--- src/rtl/wave_play_ctrl_pkg.sv ---
// Purpose: shared constants, FSM encodings and the address-width helper for wave_play_ctrl.
// Latency: n/a (declarations only).
// Backpressure: n/a.
package wave_play_ctrl_pkg;

  localparam int ADDR_W = 12;

  typedef enum logic [1:0] {
    ST_IDLE = 2'd0,
    ST_RUN  = 2'd1,
    ST_LAST = 2'd2
  } state_t;

  // Bits needed to hold values 0..value-1, never less than one bit.
  function automatic int clogb2(input int value);
    int r;
    r = 1;
    for (int i = 1; i < 31; i++) begin
      if ((1 << i) < value) r = i + 1;
    end
    return r;
  endfunction

endpackage

--- src/rtl/wave_play_ctrl_rate_tick.sv ---
// Purpose: programmable sample-rate divider; tick every div+1 enabled clocks.
// Latency: combinational tick from the registered count; first tick div cycles after load.
// Backpressure: none; counting pauses while en is low, load restarts from zero.
module wave_play_ctrl_rate_tick #(
  parameter int DIV_W = 16
) (
  input  logic             clk,
  input  logic             rst,
  input  logic             load,
  input  logic             en,
  input  logic [DIV_W-1:0] div,
  output logic             tick
);

  logic [DIV_W-1:0] div_q, div_d;
  logic [DIV_W-1:0] cnt_q, cnt_d;

  // Tick on equality with the latched period; reload clears the count.
  always_comb begin
    div_d = div_q;
    cnt_d = cnt_q;
    tick  = en && (cnt_q == div_q);
    if (load) begin
      div_d = div;
      cnt_d = '0;
    end else if (en) begin
      cnt_d = tick ? '0 : cnt_q + DIV_W'(1);
    end
  end

  // Divider state registers.
  always_ff @(posedge clk) begin
    if (rst) begin
      div_q <= '0;
      cnt_q <= '0;
    end else begin
      div_q <= div_d;
      cnt_q <= cnt_d;
    end
  end

endmodule

--- src/rtl/wave_play_ctrl.sv ---
// Purpose: waveform playback sequencer (address generator, one-shot/loop); optional REPEAT_EN adds repeat_cnt.
// Latency: first address step div+1 cycles after the accepted start; strobes registered with the address.
// Backpressure: none; start ignored while busy, stop aborts to IDLE on the next cycle.
module wave_play_ctrl
  import wave_play_ctrl_pkg::*;
#(
  parameter int N     = 32,
  parameter int DIV_W = 16
) (
  input  logic              clk,
  input  logic              rst,
  input  logic              start,
  input  logic              stop,
  input  logic              oneshot,
  input  logic [DIV_W-1:0]  div,
`ifdef REPEAT_EN
  input  logic [7:0]        repeat_cnt,
`endif
  output logic [ADDR_W-1:0] address,
  output logic              smp_stb,
  output logic              wrap,
  output logic              busy,
  output logic              done
);

  localparam int S = clogb2(N);
  localparam logic [S-1:0] ADDR_END = S'(N - 1);
  localparam logic [S-1:0] ADDR_PEN = S'(N - 2);

  state_t         state_q, state_d;
  logic [S-1:0]   addr_q, addr_d;
  logic           oneshot_q, oneshot_d;
  logic           smp_q, smp_d;
  logic           wrap_q, wrap_d;
  logic           done_q, done_d;
  logic           load;
  logic           tick;
  logic           final_period;
`ifdef REPEAT_EN
  logic [7:0]     rpt_q, rpt_d;
  assign final_period = (rpt_q == 8'd0);
`else
  assign final_period = 1'b1;
`endif

  wave_play_ctrl_rate_tick #(.DIV_W(DIV_W)) u_rate_tick (
    .clk  (clk),
    .rst  (rst),
    .load (load),
    .en   (busy && !stop),
    .div  (div),
    .tick (tick)
  );

  // Next-state, address stepping and strobe generation.
  always_comb begin
    state_d   = state_q;
    addr_d    = addr_q;
    oneshot_d = oneshot_q;
    smp_d     = 1'b0;
    wrap_d    = 1'b0;
    done_d    = 1'b0;
    load      = 1'b0;
`ifdef REPEAT_EN
    rpt_d     = rpt_q;
`endif
    case (state_q)
      ST_IDLE: begin
        addr_d = '0;
        if (start && !stop) begin
          load      = 1'b1;
          oneshot_d = oneshot;
`ifdef REPEAT_EN
          rpt_d     = repeat_cnt;
`endif
          state_d   = ST_RUN;
        end
      end
      ST_RUN: begin
        if (stop) begin
          addr_d  = '0;
          state_d = ST_IDLE;
        end else if (tick) begin
          smp_d = 1'b1;
          // One-shot enters LAST on reaching the final address of its final period.
          if (oneshot_q && final_period && addr_q == ADDR_PEN) begin
            addr_d  = addr_q + S'(1);
            state_d = ST_LAST;
          end else if (addr_q == ADDR_END) begin
            addr_d = '0;
            wrap_d = 1'b1;
`ifdef REPEAT_EN
            if (rpt_q != 8'd0) rpt_d = rpt_q - 8'd1;
`endif
          end else begin
            addr_d = addr_q + S'(1);
          end
        end
      end
      ST_LAST: begin
        if (stop) begin
          addr_d  = '0;
          state_d = ST_IDLE;
        end else if (tick) begin
          addr_d  = '0;
          smp_d   = 1'b1;
          wrap_d  = 1'b1;
          done_d  = 1'b1;
          state_d = ST_IDLE;
        end
      end
      default: begin
        addr_d  = '0;
        state_d = ST_IDLE;
      end
    endcase
  end

  // Sequencer state and registered status strobes.
  always_ff @(posedge clk) begin
    if (rst) begin
      state_q   <= ST_IDLE;
      addr_q    <= '0;
      oneshot_q <= 1'b0;
      smp_q     <= 1'b0;
      wrap_q    <= 1'b0;
      done_q    <= 1'b0;
`ifdef REPEAT_EN
      rpt_q     <= 8'd0;
`endif
    end else begin
      state_q   <= state_d;
      addr_q    <= addr_d;
      oneshot_q <= oneshot_d;
      smp_q     <= smp_d;
      wrap_q    <= wrap_d;
      done_q    <= done_d;
`ifdef REPEAT_EN
      rpt_q     <= rpt_d;
`endif
    end
  end

  assign address = ADDR_W'(addr_q);
  assign smp_stb = smp_q;
  assign wrap    = wrap_q;
  assign done    = done_q;
  assign busy    = (state_q == ST_RUN) || (state_q == ST_LAST);

endmodule

--- config.mk ---
export PLATFORM = sky130hd
export DESIGN_NAME = wave_play_ctrl
export DESIGN_NICKNAME = d
export VERILOG_FILES = /design/src/rtl/wave_play_ctrl_pkg.sv /design/src/rtl/wave_play_ctrl_rate_tick.sv /design/src/rtl/wave_play_ctrl.sv
export SDC_FILE = /design/constraint.sdc
export NUM_CORES = 1
export LEC_CHECK = 0
export ABC_AREA = 0
export BUFFER_PORTS_ARGS = -buffer_cell sky130_fd_sc_hd__clkbuf_2
export CORE_ASPECT_RATIO = 2
export CORE_MARGIN = 3
export CORE_UTILIZATION = 25
export DETAILED_ROUTE_END_ITERATION = 12
export SLEW_MARGIN = 20
export SYNTH_ARGS = -nofsm -noshare
export SYNTH_HDL_FRONTEND = slang
export SYNTH_SLANG_ARGS = --single-unit
--- constraint.sdc ---
create_clock -name clk -period 2.2 [get_ports clk]
set_input_delay 0.44 -clock clk [delete_from_list [all_inputs] [get_ports clk]]
set_output_delay 0.44 -clock clk [all_outputs]
set_load 0.02 [all_outputs]
======== Word-level counts from Yosys, hierarchy flattened ========
Cells that the tools add are included.
W data, S select, Z words.
storage, ports and cells
  flip-flop bits (word level) ............. 43
  word-level logic and storage cells ...... 59
  memories kept ........................... 0
  bits in latches ......................... 0
  bits of input ports ..................... 21
  output and inout bits ................... 16
  RAM bits ................................ 0
  memory bits (read-only) ................. 0
operators by class
  div/mod/pow operators ................... 0
  shifts and indexed selects .............. 0
  reductions and logical operators ........ 14
  bitwise gates (word level) .............. 2
  equality and inequality tests ........... 9
  $add $sub $neg .......................... 2
  magnitude comparators ................... 0
  muxes and demuxes ....................... 24
  multiply operators ...................... 0
operator list
  kind                     number
  $mux W5                  6
  $add A16 B1 Y16 const B  1
  $eq A16 B16 Y1           1
  $mux W16                 1
  $mux W2                  6
  $eq A5 B5 Y1 const B     2
  $pmux W5 S2              1
  $ne A3 B3 Y1 const B     3
  $mux W1                  8
  $reduce_or A2 Y1         4
  $pmux W2 S3              1
  $add A5 B1 Y5 const B    1
  $logic_and A1 B1 Y1      4
  $reduce_and A2 Y1        2
  $reduce_and A4 Y1        1
  $eq A2 B1 Y1 const B     1
  $eq A2 B2 Y1 const B     1
  $logic_not A2 Y1         1
  $ne A2 B2 Y1 const B     1
  $not A1 Y1               2
  $pmux W1 S2              1
  $logic_not A1 Y1         1
  $logic_or A1 B1 Y1       1

======== Logic depth before layout (Yosys ltp) ========
Gate-level depths: netlist of the first run.
  depth in word-level cells ............... 7
  depth in mapped cells ................... 8
  mapped depth without buffers ............ 8

======== Cells and area by module ========
A second synthesis of the first run with hierarchy kept.
second synthesis, totals
  cell total of the unflattened synthesis .. 239
  area, all modules ....................... 2173.3 µm²
modules (own cells, without submodules)
  module                    seq. area each (µm²)  cells an instance  area an instance (µm²)  times used
  wave_play_ctrl_rate_tick  640.6                 161                1497.7                  1
  wave_play_ctrl            220.2                 78                 675.6                   1

======== Worst setup path after synthesis of the first run ========
No wires, ideal clock.
  kind .................................... register -> register
  start ................................... reg state_q[0]
  end ..................................... reg u_rate_tick.cnt_q[15]
  required time ........................... 2.083 ns
  arrival time ............................ 1.956 ns
  library setup time ...................... 0.117 ns
  period minus slack after synthesis ...... 2.073 ns
  cell stages (with the launch flop) ...... 9
  buffers on the path ..................... 0
  path slack .............................. 0.127 ns
  path through ............................ dfxtp_1 > inv_1 > ha_1 > nand2b_1 > or4_4 > nor2_1 > nand3_1 > xor2_1 > nor2_1
between the ends
  word-level cells in the longest chain between the ends .. 5
  elaborated cells on any way between the ends .. 9
  those cells by class .................... 2 x eq/ne; 2 x mux; 5 x reduce/logical
RTL lines
  item                                          RTL line                        source
  start: declaration                            wave_play_ctrl.sv:30            state_t state_q, state_d;
  start signal: assignment                      wave_play_ctrl.sv:132           state_q <= state_d;
  $eq A2 B1 Y1 or $eq A2 B2 Y1 (tied branches)  wave_play_ctrl.sv:148           assign busy = (state_q == ST_RUN) || (state_q == ST_LAST);
  $logic_or A1 B1 Y1 (*)                        wave_play_ctrl.sv:148
  net busy                                      wave_play_ctrl.sv:22            output logic busy,
  $logic_and A1 B1 Y1 (*)                       wave_play_ctrl.sv:50            .en (busy && !stop),
  $logic_and A1 B1 Y1                           wave_play_ctrl_rate_tick.sv:22  tick = en && (cnt_q == div_q);
  $mux W16                                      wave_play_ctrl_rate_tick.sv:27  cnt_d = tick ? '0 : cnt_q + DIV_W'(1);
  end signal: assignment                        wave_play_ctrl_rate_tick.sv:38  cnt_q <= cnt_d;
  end: declaration                              wave_play_ctrl_rate_tick.sv:16  logic [DIV_W-1:0] cnt_q, cnt_d;
The timed path passes the listed nets; every way through them passes the cells marked *.
A chain may end at the register's enable or synchronous reset.

======== Final worst setup path of the first run ========
  start ................................... reg state_q[0]
  end ..................................... reg u_rate_tick.cnt_q[14]
between the ends
  word-level cells in the longest chain between the ends .. 5
  elaborated cells on any way between the ends .. 9
  those cells by class .................... 2 x eq/ne; 2 x mux; 5 x reduce/logical
RTL lines
  item                                          RTL line
  $eq A2 B1 Y1 or $eq A2 B2 Y1 (tied branches)  wave_play_ctrl.sv:148
  $logic_or A1 B1 Y1                            wave_play_ctrl.sv:148
  $logic_and A1 B1 Y1                           wave_play_ctrl.sv:50
  $logic_and A1 B1 Y1                           wave_play_ctrl_rate_tick.sv:22
  $mux W16                                      wave_play_ctrl_rate_tick.sv:27
Several ways; a longest one is shown, not always the timed one.

==> results of run 1 <==
worst max-delay path by stage:
| stage | startpoint | end | slack [ns] | cells after the start |
|---|---|---|---|---|
| 3_5_place_dp | state_q[0]$_SDFFE_PP0P_ | u_rate_tick.cnt_q[14]$_SDFFE_PP0P_ | 0.19 | 7 |
| 4_1_cts | state_q[0]$_SDFFE_PP0P_ | u_rate_tick.cnt_q[14]$_SDFFE_PP0P_ | 0.16 | 7 |
| 2_1_floorplan | state_q[0]$_SDFFE_PP0P_ | u_rate_tick.cnt_q[15]$_SDFFE_PP0P_ | 0.13 | 8 |
| 3_3_place_gp | u_rate_tick.cnt_q[2]$_SDFFE_PP0P_ | addr_q[2]$_SDFFE_PP0P_ | 0.21 | 7 |
| 6_report | state_q[0]$_SDFFE_PP0P_ | u_rate_tick.cnt_q[14]$_SDFFE_PP0P_ | 0.14 | 7 |
| 5_1_grt | state_q[0]$_SDFFE_PP0P_ | u_rate_tick.cnt_q[14]$_SDFFE_PP0P_ | -0.007 | 7 |
final cells by class:
type	instances	area (um2)	share of cell area [%]
Sequential cell	43	861	33.7
Inverter	5	18.8	0.735
Clock buffer	5	125	4.90
Tap cell	96	120	4.70
Timing Repair Buffer	38	213	8.33
Multi-Input combinational cell	203	1180	46.2
Clock inverter	2	37.5	1.47
cell families after synthesis:
logic type               Yosys count  synth area share [%]
AO/OA/AOI/OAI                     30                  8.53
other                              1                 0.177
buffers and inverters             19                  4.86
XOR/XNOR                          31                  12.8
multiplexers                       1                 0.474
adder cells (fa/ha/maj)            7                  4.14
flip-flops                        43                  40.7
AND/OR/NAND/NOR                  127                  28.2
worst max-delay path, cell delays in order, from the launching register on:
cell and delay (ns):
sky130_fd_sc_hd__dfxtp_1 0.35, sky130_fd_sc_hd__inv_1 0.08, sky130_fd_sc_hd__ha_1 0.32, sky130_fd_sc_hd__nor2b_1 0.25, sky130_fd_sc_hd__nand4_1 0.27, sky130_fd_sc_hd__or4_1 0.48, sky130_fd_sc_hd__xor2_1 0.15, sky130_fd_sc_hd__nor2_1 0.05
per-stage QoR:
stage                     utilization [%]  hold slack [ns]  setup TNS, ns  area, um2  setup slack [ns]
final                                31.7            0.374              0       2550             0.136
after global routing                 31.7            0.385       -0.00689       2550          -0.00689
after CTS                            31.7            0.369              0       2550             0.161
after detailed placement             29.7            0.465              0       2390             0.189
after global placement               29.7            0.462              0       2390             0.214
after floorplan                         -            0.432              0       2140             0.127
cell usage in the layout, fill, tap and decap left out, types with 9 or more instances in the layout:
cell type,synthesis,layout
sky130_fd_sc_hd__nor2_1,26,25
sky130_fd_sc_hd__clkbuf_2,0,29
sky130_fd_sc_hd__dfxtp_1,43,43
sky130_fd_sc_hd__nand2_1,53,53
sky130_fd_sc_hd__xnor2_1,12,12
sky130_fd_sc_hd__buf_4,8,9
sky130_fd_sc_hd__xor2_1,19,19
sky130_fd_sc_hd__a21oi_1,18,18
sky130_fd_sc_hd__nand3_1,12,12
metal layers:
layer,part of all wire (%),up-vias
met5,0,-
met4,4.1,0
met3,3.6,14
met2,56,46
met1,37,808
li1,-,922
where the power goes:
part / switching (W) / leakage (nW) / total [W] / internal [W]
clock: 0.000300 / 0.0759 / 0.000829 / 0.000529
combinational: 0.000206 / 0.615 / 0.000348 / 0.000142
sequential: 0.0000301 / 0.348 / 0.000844 / 0.000814
total: 0.000536 / 1.04 / 0.00202 / 0.00149
flip-flops by register name, indices dropped and copies added (netlist names):
signal and cells:
u_rate_tick.cnt_q 16, wrap 1, done 1, u_rate_tick.div_q 16
oneshot_q 1, state_q 2, addr_q 5, smp_stb 1
==> impl_results.html, run 1 <==
<table>
<tr><th>Metric</th><th>Value</th></tr>
<tr><th colspan="2">Critical path</th></tr>
<tr><td>Setup crit start kind</td><td>register</td></tr>
<tr><td>Worst r2r src</td><td>state_q[0]$_SDFFE_PP0P_</td></tr>
<tr><td>Kind of end point of the critical path</td><td>register</td></tr>
<tr><td>Worst Path Arrival</td><td>2.24 ns</td></tr>
<tr><td>Crit Path Max Fanout</td><td>4</td></tr>
<tr><td>Crit Reg-Reg Endpoint</td><td>u_rate_tick.cnt_q[14]$_SDFFE_PP0P_</td></tr>
<tr><td>Class of the most critical setup path</td><td>register to register</td></tr>
<tr><td>Worst Path Required</td><td>2.38 ns</td></tr>
<tr><td>Slack of the worst reg-to-reg path</td><td>~0.14 ns</td></tr>
<tr><td>Length in cells of the worst reg-to-reg path</td><td>7</td></tr>
<tr><th colspan="2">STA</th></tr>
<tr><td>Total count of hold-check failures in the final report</td><td>0</td></tr>
<tr><td>Max Transition Viols Final</td><td>0</td></tr>
<tr><td>Worst clock skew</td><td>roughly 0.0064 ns</td></tr>
<tr><td>RSZ-0062 raised after global routing</td><td>true</td></tr>
<tr><td>Peak clock frequency supported by timing</td><td>approximately 480 MHz</td></tr>
<tr><td>Final period util</td><td>a little over nine tenths</td></tr>
<tr><td>Final worst path period need</td><td>roughly 2.1 ns</td></tr>
<tr><td>Final setup vio count</td><td>0</td></tr>
<tr><th colspan="2">Yosys</th></tr>
<tr><td>Cell type contributing the most total cell area after synthesis</td><td>sky130_fd_sc_hd__dfxtp_1</td></tr>
<tr><td>Share of synthesized flip-flops with an asynchronous set or reset</td><td>0%</td></tr>
<tr><td>Number of warning messages in the yosys log</td><td>0</td></tr>
<tr><td>Number of synthesized register bits</td><td>43</td></tr>
<tr><td>Sequential fraction of the synthesis area</td><td>between 40% and 50%</td></tr>
<tr><td>Post-Synthesis Cells</td><td>between 200 and 300</td></tr>
<tr><td>Synth Flop Type</td><td>sky130_fd_sc_hd__dfxtp_1</td></tr>
<tr><td>Portion of synthesized cell area occupied by the leading cell type</td><td>~41%</td></tr>
<tr><td>Cell types with the highest counts after synthesis</td><td>sky130_fd_sc_hd__nand2_1, sky130_fd_sc_hd__dfxtp_1, sky130_fd_sc_hd__nor2_1</td></tr>
<tr><td>Cell area after technology mapping</td><td>between 0.002 and 0.0025 mm2</td></tr>
<tr><td>Most numerous cell in the Yosys netlist</td><td>sky130_fd_sc_hd__nand2_1</td></tr>
<tr><td>Average cell area after synthesis</td><td>between 8 and 9 um2</td></tr>
<tr><td>Top cells by area in the synthesized netlist</td><td>sky130_fd_sc_hd__dfxtp_1, sky130_fd_sc_hd__nand2_1, sky130_fd_sc_hd__xor2_1</td></tr>
<tr><td>Synth unique cells</td><td>38</td></tr>
<tr><td>EDFF count, synth</td><td>0</td></tr>
<tr><th colspan="2">Clock tree</th></tr>
<tr><td>CTS tree</td><td>yes</td></tr>
<tr><td>Clk pin slew, worst setup/hold paths</td><td>approximately 0.060 ns</td></tr>
<tr><td>Clk root buf</td><td>sky130_fd_sc_hd__clkbuf_16</td></tr>
<tr><td>Insertion delay of the later-clocked pin in the worst-skew pair</td><td>0.29 ns</td></tr>
<tr><td>Number of cells upsized or downsized after cts</td><td>0</td></tr>
<tr><td>Clock buffer depth</td><td>2</td></tr>
<tr><td>H-tree depth</td><td>2</td></tr>
<tr><td>Post-CTS Hold Fix Bufs</td><td>0</td></tr>
<tr><td>Clock Sink Count</td><td>43</td></tr>
<tr><td>Post-CTS setup repair buffer count</td><td>0</td></tr>
<tr><td>TritonCTS Buffers</td><td>5</td></tr>
<tr><th colspan="2">Placement</th></tr>
<tr><td>Cell Count Post-Placement</td><td>385</td></tr>
<tr><td>DPL Wire Length</td><td>about 4000 um</td></tr>
<tr><td>Last weighted congestion value of the routability-driven placer</td><td>about 0.79</td></tr>
<tr><td>Count of buffers inserted at the top-level ports</td><td>29</td></tr>
<tr><th colspan="2">Floorplanning</th></tr>
<tr><td>I/O Pins</td><td>37</td></tr>
<tr><td>Number of rows created at floorplan</td><td>46</td></tr>
<tr><td>Width of the die</td><td>approximately 70 um</td></tr>
<tr><td>Die height</td><td>136 um</td></tr>
<tr><td>Core area</td><td>0.00806 mm2</td></tr>
<tr><td>Floorplan die area</td><td>0.00966 mm2</td></tr>
<tr><td>Initial cell density of the core</td><td>roughly a quarter</td></tr>
<tr><th colspan="2">GRT</th></tr>
<tr><td>Wire length of the first global-routing pass</td><td>8130 um</td></tr>
<tr><td>Total Routing Usage GR</td><td>a little over a tenth</td></tr>
<tr><td>Routing layer with the top usage in global route</td><td>met2</td></tr>
<tr><td>Initial antenna violation count</td><td>0</td></tr>
<tr><td>Sum of overflow across all layers after global routing</td><td>0</td></tr>
<tr><td>Maximum number of pins on one net before global-route repair</td><td>18</td></tr>
<tr><td>Number of global-route vias before repair</td><td>1777</td></tr>
<tr><td>Met1 routing resource usage after global routing</td><td>10.2%</td></tr>
<tr><td>Met2 Resource Use GR</td><td>21.3%</td></tr>
<tr><td>Global routing usage on met3</td><td>about 2%</td></tr>
<tr><th colspan="2">Power and ir drop</th></tr>
<tr><td>Pwr dens</td><td>roughly 790 mW/mm2</td></tr>
<tr><td>PnR Total Power</td><td>about 0.002 W</td></tr>
<tr><td>Total leakage power</td><td>between 1 and 1.5 nW</td></tr>
<tr><td>Peak supply drop</td><td>roughly 280 uV</td></tr>
<tr><th colspan="2">Finish</th></tr>
<tr><td>Number of standard cells in the final layout excluding fillers</td><td>a little under 400</td></tr>
<tr><td>Layout area overhead</td><td>20.9%</td></tr>
<tr><td>Final nets</td><td>about 320</td></tr>
<tr><td>Number of filler instances in the final layout</td><td>864</td></tr>
<tr><td>Antenna cells</td><td>0</td></tr>
<tr><td>Fraction of layout instances using a drive strength above 1</td><td>about 18%</td></tr>
<tr><th colspan="2">Routing</th></tr>
<tr><td>Detail Route Antenna Nets</td><td>0</td></tr>
<tr><td>Number of violations reported at the end of detailed-routing iteration 0</td><td>77</td></tr>
<tr><td>DR WL/cell</td><td>approximately 13 um</td></tr>
<tr><td>Length of the first detailed-routing pass in iterations</td><td>6</td></tr>
<tr><td>Vias per Instance</td><td>4.57</td></tr>
<tr><td>DRC</td><td>0</td></tr>
<tr><td>Via total after detailed routing</td><td>1790</td></tr>
<tr><td>Routed wire length</td><td>5060 um</td></tr>
<tr><th colspan="2">Hold path</th></tr>
<tr><td>Class of the most critical hold timing path</td><td>input port to register</td></tr>
<tr><td>Hold Path Cell Cnt</td><td>3</td></tr>
<tr><td>Hold endpoint</td><td>u_rate_tick.div_q[15]$_SDFFE_PP0P_</td></tr>
<tr><td>Startpoint of the worst hold path</td><td>div[15]</td></tr>
<tr><th colspan="2">Flow run</th></tr>
<tr><td>Max_cap viols</td><td>0</td></tr>
<tr><th colspan="2">Run status</th></tr>
<tr><td>Result of the run</td><td>completed</td></tr>
</table>
Note: power is estimated with default switching activity, not from simulation.
==> run 2, diff against run 1 <==
--- a/config.mk
+++ b/config.mk
@@ -7,10 +7,14 @@
 export LEC_CHECK = 0
 export ABC_AREA = 0
 export BUFFER_PORTS_ARGS = -buffer_cell sky130_fd_sc_hd__clkbuf_2
+export CELL_PAD_IN_SITES_DETAIL_PLACEMENT = 1
+export CELL_PAD_IN_SITES_GLOBAL_PLACEMENT = 2
 export CORE_ASPECT_RATIO = 2
 export CORE_MARGIN = 3
 export CORE_UTILIZATION = 25
+export CTS_CLUSTER_SIZE = 14
 export DETAILED_ROUTE_END_ITERATION = 12
+export PLACE_DENSITY_LB_ADDON = 0.1
 export SLEW_MARGIN = 20
 export SYNTH_ARGS = -nofsm -noshare
 export SYNTH_HDL_FRONTEND = slang
==> run 2 against run 1 <==
Net effect:
- non-clock buffer count grew 10
- critical path depth is the same
- fmax grew 1.2%
- sequential cell count is the same
- cell count grew 2.8%
- sequential share of layout area shrank 0.62 points
- worst hold slack is essentially flat
- die area is the same
- largest power group unchanged
- highest routed layer unchanged
==> impl_results.html, run 2 (synthesis gave the netlist of run 1 again) <==
<table>
<tr><th>Metric</th><th>Value</th></tr>
<tr><th colspan="2">Clock tree</th></tr>
<tr><td>CTS tree</td><td>yes</td></tr>
<tr><td>Number of cells upsized or downsized after cts</td><td>0</td></tr>
<tr><td>Clk pin slew, worst setup/hold paths</td><td>about 0.06 ns</td></tr>
<tr><td>Insertion delay of the later-clocked pin in the worst-skew pair</td><td>0.28 ns</td></tr>
<tr><td>H-tree depth</td><td>2</td></tr>
<tr><td>Clock buffer depth</td><td>2</td></tr>
<tr><td>Clock Sink Count</td><td>43</td></tr>
<tr><td>TritonCTS Buffers</td><td>5</td></tr>
<tr><td>Clk root buf</td><td>sky130_fd_sc_hd__clkbuf_16</td></tr>
<tr><td>Post-CTS Hold Fix Bufs</td><td>0</td></tr>
<tr><td>Post-CTS setup repair buffer count</td><td>0</td></tr>
<tr><th colspan="2">Critical path</th></tr>
<tr><td>Setup crit start kind</td><td>register</td></tr>
<tr><td>Worst Path Arrival</td><td>2.22 ns</td></tr>
<tr><td>Crit Reg-Reg Endpoint</td><td>addr_q[2]$_SDFFE_PP0P_</td></tr>
<tr><td>Critical Path, Cell by Cell</td><td>xor2_1 -&gt; or4_1 -&gt; nor3_2 -&gt; nand3_1 -&gt; buf_4 -&gt; o2bb2ai_2 -&gt; a21o_1</td></tr>
<tr><td>Slowest Stage Delay on Critical Path</td><td>between 0.5 and 0.6 ns</td></tr>
<tr><td>Worst r2r src</td><td>u_rate_tick.cnt_q[6]$_SDFFE_PP0P_</td></tr>
<tr><td>Length in cells of the worst reg-to-reg path</td><td>7</td></tr>
<tr><td>Kind of end point of the critical path</td><td>register</td></tr>
<tr><td>Worst Path Required</td><td>2.38 ns</td></tr>
<tr><td>Slack of the worst reg-to-reg path</td><td>between 0.15 and 0.2 ns</td></tr>
<tr><td>Class of the most critical setup path</td><td>register to register</td></tr>
<tr><td>Worst path slowest cell</td><td>sky130_fd_sc_hd__or4_1</td></tr>
<tr><td>Crit Path Max Fanout</td><td>8</td></tr>
<tr><th colspan="2">Routing</th></tr>
<tr><td>Via total after detailed routing</td><td>1886</td></tr>
<tr><td>Routed wire length</td><td>roughly 6000 um</td></tr>
<tr><td>DR WL/cell</td><td>roughly 15 um</td></tr>
<tr><td>Detail Route Antenna Nets</td><td>0</td></tr>
<tr><td>Length of the first detailed-routing pass in iterations</td><td>4</td></tr>
<tr><td>Vias per Instance</td><td>about 4.7</td></tr>
<tr><td>Number of violations reported at the end of detailed-routing iteration 0</td><td>55</td></tr>
<tr><td>DRC</td><td>0</td></tr>
<tr><th colspan="2">Power and ir drop</th></tr>
<tr><td>Total leakage power</td><td>approximately 1.1 nW</td></tr>
<tr><td>Pwr dens</td><td>between 700 and 800 mW/mm2</td></tr>
<tr><td>PnR Total Power</td><td>around 0.0019 W</td></tr>
<tr><td>Peak supply drop</td><td>a little under 500 uV</td></tr>
<tr><th colspan="2">GRT</th></tr>
<tr><td>Sum of overflow across all layers after global routing</td><td>0</td></tr>
<tr><td>Initial antenna violation count</td><td>0</td></tr>
<tr><td>Wire length of the first global-routing pass</td><td>between 10000 and 15000 um</td></tr>
<tr><td>Total Routing Usage GR</td><td>between 10 and 15%</td></tr>
<tr><td>Maximum number of pins on one net before global-route repair</td><td>15</td></tr>
<tr><td>Number of global-route vias before repair</td><td>approximately 2000</td></tr>
<tr><th colspan="2">Hold path</th></tr>
<tr><td>Startpoint of the worst hold path</td><td>div[12]</td></tr>
<tr><td>Class of the most critical hold timing path</td><td>input port to register</td></tr>
<tr><td>Hold Path Cell Cnt</td><td>3</td></tr>
<tr><td>Hold endpoint</td><td>u_rate_tick.div_q[12]$_SDFFE_PP0P_</td></tr>
<tr><th colspan="2">Placement</th></tr>
<tr><td>Count of buffers inserted at the top-level ports</td><td>29</td></tr>
<tr><td>Cell Count Post-Placement</td><td>395</td></tr>
<tr><td>Last weighted congestion value of the routability-driven placer</td><td>0.762</td></tr>
<tr><td>DPL Wire Length</td><td>4920 um</td></tr>
<tr><th colspan="2">Floorplanning</th></tr>
<tr><td>Floorplan die area</td><td>about 0.0097 mm2</td></tr>
<tr><td>Width of the die</td><td>slightly above 70 um</td></tr>
<tr><td>Number of rows created at floorplan</td><td>46</td></tr>
<tr><td>Die height</td><td>136 um</td></tr>
<tr><td>I/O Pins</td><td>37</td></tr>
<tr><td>Initial cell density of the core</td><td>approximately a quarter</td></tr>
<tr><td>Core area</td><td>~0.0081 mm2</td></tr>
<tr><th colspan="2">STA</th></tr>
<tr><td>RSZ-0062 raised after global routing</td><td>false</td></tr>
<tr><td>Peak clock frequency supported by timing</td><td>around 490 MHz</td></tr>
<tr><td>Final period util</td><td>about 90%</td></tr>
<tr><td>Max Transition Viols Final</td><td>0</td></tr>
<tr><td>Sum of negative setup slack</td><td>0 ns</td></tr>
<tr><td>Total count of hold-check failures in the final report</td><td>0</td></tr>
<tr><td>Final setup vio count</td><td>0</td></tr>
<tr><td>Final worst path period need</td><td>between 2 and 2.5 ns</td></tr>
<tr><td>Worst clock skew</td><td>between 0.004 and 0.005 ns</td></tr>
<tr><th colspan="2">Finish</th></tr>
<tr><td>Area occupied by multi-input gates</td><td>between 0.001 and 0.0015 mm2</td></tr>
<tr><td>Commonest non-fill, non-tap cell in the layout</td><td>sky130_fd_sc_hd__nand2_1</td></tr>
<tr><td>Antenna cells</td><td>0</td></tr>
<tr><td>Fraction of layout instances using a drive strength above 1</td><td>between 10% and 20%</td></tr>
<tr><td>Final nets</td><td>between 300 and 400</td></tr>
<tr><td>Number of standard cells in the final layout excluding fillers</td><td>approximately 400</td></tr>
<tr><td>Number of filler instances in the final layout</td><td>between 1000 and 1500</td></tr>
<tr><td>Top library cells by usage in the layout, fill and taps aside</td><td>sky130_fd_sc_hd__nand2_1, sky130_fd_sc_hd__dfxtp_1, sky130_fd_sc_hd__clkbuf_2</td></tr>
<tr><td>Area of all sequential standard cells</td><td>approximately 860 um2</td></tr>
<tr><td>Layout area overhead</td><td>23.1%</td></tr>
<tr><td>Registers with the most flip-flops</td><td>u_rate_tick.cnt_q: 16 flops, u_rate_tick.div_q: 16 flops, addr_q: 5 flops</td></tr>
<tr><th colspan="2">Flow run</th></tr>
<tr><td>Max_cap viols</td><td>0</td></tr>
<tr><th colspan="2">Run status</th></tr>
<tr><td>Result of the run</td><td>completed</td></tr>
</table>
run 2: how the worst max path moves through the flow:
| stage | startpoint | to | slack, ns | depth (start not counted) |
|---|---|---|---|---|
| CTS | u_rate_tick.cnt_q[6]$_SDFFE_PP0P_ | addr_q[2]$_SDFFE_PP0P_ | 0.11 | 7 |
| global route | state_q[0]$_SDFFE_PP0P_ | u_rate_tick.cnt_q[15]$_SDFFE_PP0P_ | 0.01 | 8 |
| floorplan | state_q[0]$_SDFFE_PP0P_ | u_rate_tick.cnt_q[15]$_SDFFE_PP0P_ | 0.13 | 8 |
| global placement | u_rate_tick.cnt_q[6]$_SDFFE_PP0P_ | state_q[1]$_SDFFE_PP0P_ | 0.15 | 6 |
| detailed placement | u_rate_tick.cnt_q[6]$_SDFFE_PP0P_ | addr_q[2]$_SDFFE_PP0P_ | 0.13 | 7 |
| finish | u_rate_tick.cnt_q[6]$_SDFFE_PP0P_ | addr_q[2]$_SDFFE_PP0P_ | 0.16 | 7 |
run 2: per-layer routing:
| layer | up-vias | part of all wire [%] | global-route usage (%) |
|---|---|---|---|
| li1 | 938 | - | - |
| met1 | 915 | 35 | 12.8 |
| met2 | 24 | 60 | 27.5 |
| met3 | 9 | 2.0 | 1.85 |
| met4 | 0 | 2.8 | 5.65 |
| met5 | - | 0 | 0 |
run 2: layout make-up:
type / instances / share of cell area (%)
Multi-Input combinational cell: 203 / 45.2
Sequential cell: 43 / 33.1
Timing Repair Buffer: 48 / 11.1
Clock buffer: 7 / 5.10
Tap cell: 96 / 4.62
Inverter: 5 / 0.721
Clock inverter: 1 / 0.192
run 2: where the power goes:
part	internal, W	switching, W	total [W]
combinational	0.000155	0.000220	0.000375
sequential	0.000814	0.0000315	0.000846
clock	0.000420	0.000298	0.000718
run 2: metrics by stage:
stage | instance area, um2 | hold slack [ns] | util [%] | setup slack (ns)
floorplan | 2140 | 0.432 | - | 0.127
global placement | 2460 | 0.460 | 30.6 | 0.152
detailed placement | 2460 | 0.463 | 30.6 | 0.131
CTS | 2600 | 0.367 | 32.3 | 0.114
global route | 2600 | 0.375 | 32.3 | 0.0132
finish | 2600 | 0.374 | 32.3 | 0.159
run 2: critical path: cells and delay by family, from the launching register on:
family,cells,cell delay [ns]
simple gates,3,0.87
flops,1,0.34
compound gates,2,0.29
buf+inv,1,0.22
xor+xnor,1,0.20
==> run 3, diff against run 2 <==
--- a/config.mk
+++ b/config.mk
@@ -9,9 +9,9 @@
 export BUFFER_PORTS_ARGS = -buffer_cell sky130_fd_sc_hd__clkbuf_2
 export CELL_PAD_IN_SITES_DETAIL_PLACEMENT = 1
 export CELL_PAD_IN_SITES_GLOBAL_PLACEMENT = 2
-export CORE_ASPECT_RATIO = 2
+export CORE_ASPECT_RATIO = 0.7
 export CORE_MARGIN = 3
-export CORE_UTILIZATION = 25
+export CORE_UTILIZATION = 32
 export CTS_CLUSTER_SIZE = 14
 export DETAILED_ROUTE_END_ITERATION = 12
 export PLACE_DENSITY_LB_ADDON = 0.1
==> run 3 against run 2 <==
Net effect:
- worst hold slack worse by 0.024 ns
- combinational power down 4%
- sequential power about the same
- setup slack better by 0.012 ns
- clock-buffer cell count up 1
- register-to-register slack about the same
- clock power down 23%
- utilization up 7.1 points
- critical path depth down 1
- sequential share of layout area up 1.6 points
- global-route usage up 1.9 points
- sequential cell count unchanged
==> impl_results.html, run 3 (synthesis gave the netlist of run 1 again) <==
<table>
<tr><th>Metric</th><th>Value</th></tr>
<tr><th colspan="2">Run status</th></tr>
<tr><td>Result of the run</td><td>completed</td></tr>
<tr><th colspan="2">Routing</th></tr>
<tr><td>Vias per Instance</td><td>approximately 4.7</td></tr>
<tr><td>DR WL/cell</td><td>approximately 15 um</td></tr>
<tr><td>Detail Route Antenna Nets</td><td>0</td></tr>
<tr><td>DRC</td><td>0</td></tr>
<tr><td>Via total after detailed routing</td><td>1772</td></tr>
<tr><td>Length of the first detailed-routing pass in iterations</td><td>4</td></tr>
<tr><td>Routed wire length</td><td>~5500 um</td></tr>
<tr><td>Number of violations reported at the end of detailed-routing iteration 0</td><td>57</td></tr>
<tr><th colspan="2">GRT</th></tr>
<tr><td>Number of global-route vias before repair</td><td>roughly 1700</td></tr>
<tr><td>Initial antenna violation count</td><td>0</td></tr>
<tr><td>Maximum number of pins on one net before global-route repair</td><td>25</td></tr>
<tr><td>Wire length of the first global-routing pass</td><td>about 8800 um</td></tr>
<tr><td>Sum of overflow across all layers after global routing</td><td>0</td></tr>
<tr><td>Total Routing Usage GR</td><td>15.4%</td></tr>
<tr><th colspan="2">Floorplanning</th></tr>
<tr><td>Number of rows created at floorplan</td><td>24</td></tr>
<tr><td>I/O Pins</td><td>37</td></tr>
<tr><td>Width of the die</td><td>a little over 100 um</td></tr>
<tr><td>Initial cell density of the core</td><td>about a third</td></tr>
<tr><td>Core area</td><td>~0.0063 mm2</td></tr>
<tr><td>Floorplan die area</td><td>about 0.0076 mm2</td></tr>
<tr><td>Die height</td><td>74.0 um</td></tr>
<tr><th colspan="2">Finish</th></tr>
<tr><td>Post-layout utilization of the core</td><td>about two fifths</td></tr>
<tr><td>Layout area overhead</td><td>17.5%</td></tr>
<tr><td>Antenna cells</td><td>0</td></tr>
<tr><td>Registers with the most flip-flops</td><td>u_rate_tick.cnt_q: 16 flops, u_rate_tick.div_q: 16 flops, addr_q: 5 flops</td></tr>
<tr><td>Area of all sequential standard cells</td><td>~860 um2</td></tr>
<tr><td>Number of filler instances in the final layout</td><td>801</td></tr>
<tr><td>Commonest non-fill, non-tap cell in the layout</td><td>sky130_fd_sc_hd__nand2_1</td></tr>
<tr><td>Final nets</td><td>326</td></tr>
<tr><td>Non-Filler Cell Area, Final</td><td>approximately 0.0025 mm2</td></tr>
<tr><td>Top library cells by usage in the layout, fill and taps aside</td><td>sky130_fd_sc_hd__nand2_1, sky130_fd_sc_hd__dfxtp_1, sky130_fd_sc_hd__clkbuf_2</td></tr>
<tr><td>Fraction of layout instances using a drive strength above 1</td><td>between 10% and 20%</td></tr>
<tr><td>Area occupied by multi-input gates</td><td>between 0.001 and 0.0015 mm2</td></tr>
<tr><th colspan="2">Power and ir drop</th></tr>
<tr><td>Peak supply drop</td><td>~230 uV</td></tr>
<tr><td>Sw power</td><td>between 0.0005 and 0.0006 W</td></tr>
<tr><td>Share of power burned in combinational logic</td><td>roughly a fifth</td></tr>
<tr><td>Switching share of power</td><td>about 29%</td></tr>
<tr><td>Total leakage power</td><td>between 1 and 1.5 nW</td></tr>
<tr><td>Proportion of power drawn by flip-flops and latches</td><td>a little under half</td></tr>
<tr><td>Power share of the clock group</td><td>about a third</td></tr>
<tr><td>Int Power</td><td>0.00124 W</td></tr>
<tr><td>Pwr dens</td><td>708 mW/mm2</td></tr>
<tr><th colspan="2">STA</th></tr>
<tr><td>Final worst path period need</td><td>~2.0 ns</td></tr>
<tr><td>Final setup vio count</td><td>0</td></tr>
<tr><td>RSZ-0062 raised after global routing</td><td>false</td></tr>
<tr><td>Sum of negative setup slack</td><td>0 ns</td></tr>
<tr><td>Peak clock frequency supported by timing</td><td>roughly 500 MHz</td></tr>
<tr><td>Crit path setup slack, layout</td><td>0.171 ns</td></tr>
<tr><td>Total count of hold-check failures in the final report</td><td>0</td></tr>
<tr><td>Worst clock skew</td><td>0.00304 ns</td></tr>
<tr><td>Final Hold Slack</td><td>~0.35 ns</td></tr>
<tr><td>Final period util</td><td>92.2%</td></tr>
<tr><td>Max Transition Viols Final</td><td>0</td></tr>
<tr><th colspan="2">Flow run</th></tr>
<tr><td>Max_cap viols</td><td>0</td></tr>
<tr><th colspan="2">Hold path</th></tr>
<tr><td>Class of the most critical hold timing path</td><td>input port to register</td></tr>
<tr><th colspan="2">Critical path</th></tr>
<tr><td>Crit Reg-Reg Endpoint</td><td>state_q[1]$_SDFFE_PP0P_</td></tr>
<tr><td>Worst Path Required</td><td>roughly 2.4 ns</td></tr>
<tr><td>Critical Path, Cell by Cell</td><td>xor2_1 -&gt; or4_1 -&gt; nor3_2 -&gt; nand3_1 -&gt; or3_1 -&gt; o31ai_1</td></tr>
<tr><td>Slack of the worst reg-to-reg path</td><td>about 0.17 ns</td></tr>
<tr><td>Worst r2r src</td><td>u_rate_tick.cnt_q[2]$_SDFFE_PP0P_</td></tr>
<tr><td>Crit Path Max Fanout</td><td>5</td></tr>
<tr><td>Worst Path Arrival</td><td>2.23 ns</td></tr>
<tr><td>Setup crit start kind</td><td>register</td></tr>
<tr><td>Timing startpoint of the critical path</td><td>u_rate_tick.cnt_q[2]$_SDFFE_PP0P_</td></tr>
<tr><td>Worst path slowest cell</td><td>sky130_fd_sc_hd__or4_1</td></tr>
<tr><td>End point of the critical path</td><td>state_q[1]$_SDFFE_PP0P_</td></tr>
<tr><td>Slowest Stage Delay on Critical Path</td><td>around 0.53 ns</td></tr>
<tr><td>Class of the most critical setup path</td><td>register to register</td></tr>
<tr><td>Kind of end point of the critical path</td><td>register</td></tr>
<tr><td>Length in cells of the worst reg-to-reg path</td><td>6</td></tr>
<tr><th colspan="2">Clock tree</th></tr>
<tr><td>Clock buffer depth</td><td>2</td></tr>
<tr><td>Clk root buf</td><td>sky130_fd_sc_hd__clkbuf_8</td></tr>
<tr><td>Clock Sink Count</td><td>43</td></tr>
<tr><td>Clk pin slew, worst setup/hold paths</td><td>0.08 ns</td></tr>
<tr><td>Insertion delay of the later-clocked pin in the worst-skew pair</td><td>around 0.3 ns</td></tr>
<tr><td>TritonCTS Buffers</td><td>5</td></tr>
<tr><td>H-tree depth</td><td>2</td></tr>
<tr><td>CTS tree</td><td>yes</td></tr>
<tr><td>Number of cells upsized or downsized after cts</td><td>0</td></tr>
<tr><td>Post-CTS setup repair buffer count</td><td>0</td></tr>
<tr><td>Post-CTS Hold Fix Bufs</td><td>0</td></tr>
<tr><th colspan="2">Placement</th></tr>
<tr><td>Last weighted congestion value of the routability-driven placer</td><td>approximately 0.76</td></tr>
<tr><td>DPL Wire Length</td><td>approximately 4200 um</td></tr>
<tr><td>Placed standard-cell area</td><td>around 0.0024 mm2</td></tr>
<tr><td>Pre-CTS WS</td><td>~0.19 ns</td></tr>
<tr><td>Count of buffers inserted at the top-level ports</td><td>29</td></tr>
</table>
run 3: cell types whose count changed in the layout (fill, tap and decap cells not counted):
cell,delta
sky130_fd_sc_hd__buf_4,-8
sky130_fd_sc_hd__clkbuf_8,+7
sky130_fd_sc_hd__clkinv_2,-1
sky130_fd_sc_hd__clkbuf_16,-5
sky130_fd_sc_hd__clkbuf_1,-1
run 3: worst min path at each step:
stage / start / end / slack, ns / cells after the start
after floorplan: oneshot_q$_SDFFE_PP0P_ / oneshot_q$_SDFFE_PP0P_ / 0.43 / 2
after global placement: u_rate_tick.div_q[0]$_SDFFE_PP0P_ / u_rate_tick.div_q[0]$_SDFFE_PP0P_ / 0.46 / 2
after detailed placement: u_rate_tick.div_q[7]$_SDFFE_PP0P_ / u_rate_tick.div_q[7]$_SDFFE_PP0P_ / 0.47 / 2
after CTS: div[5] / u_rate_tick.div_q[5]$_SDFFE_PP0P_ / 0.35 / 3
after global routing: div[3] / u_rate_tick.div_q[3]$_SDFFE_PP0P_ / 0.35 / 3
final: div[1] / u_rate_tick.div_q[1]$_SDFFE_PP0P_ / 0.35 / 3
run 3: critical path, delay by kind of cell (launching register included):
kind            cells  cell delay (ns)
compound gates      1             0.10
simple gates        4             1.25
xor+xnor            1             0.13
flops               1             0.45
run 3: final cells by class:
cell class                      count  share of cell area [%]
Inverter                            5                   0.756
Sequential cell                    43                    34.7
Multi-Input combinational cell    203                    47.4
Tap cell                           78                    3.93
Clock buffer                        8                    4.03
Timing Repair Buffer               40                    9.17
run 3: power groups by stage:
stage                     clock network [W]  logic, W  registers, W
after CTS                          0.000573  0.000366      0.000844
after detailed placement                  0  0.000364      0.000862
after global placement                    0  0.000360      0.000861
final                              0.000555  0.000360      0.000843
after floorplan                           0  0.000251      0.000854
after global routing               0.000607  0.000409      0.000849
run 3: stage by stage:
| step | std cells | total power [W] |
|---|---|---|
| finish | 377 | 0.00176 |
| global route | 377 | 0.00187 |
| CTS | 377 | 0.00178 |
| detailed placement | 369 | 0.00123 |
| global placement | 369 | 0.00122 |
| floorplan | 265 | 0.00110 |
run 3: routing by layer:
metal	part of all wire, %	GRT usage (%)
met1	55	23.0
met2	40	21.7
met3	3.7	3.66
met4	1.3	5.03
met5	0	0
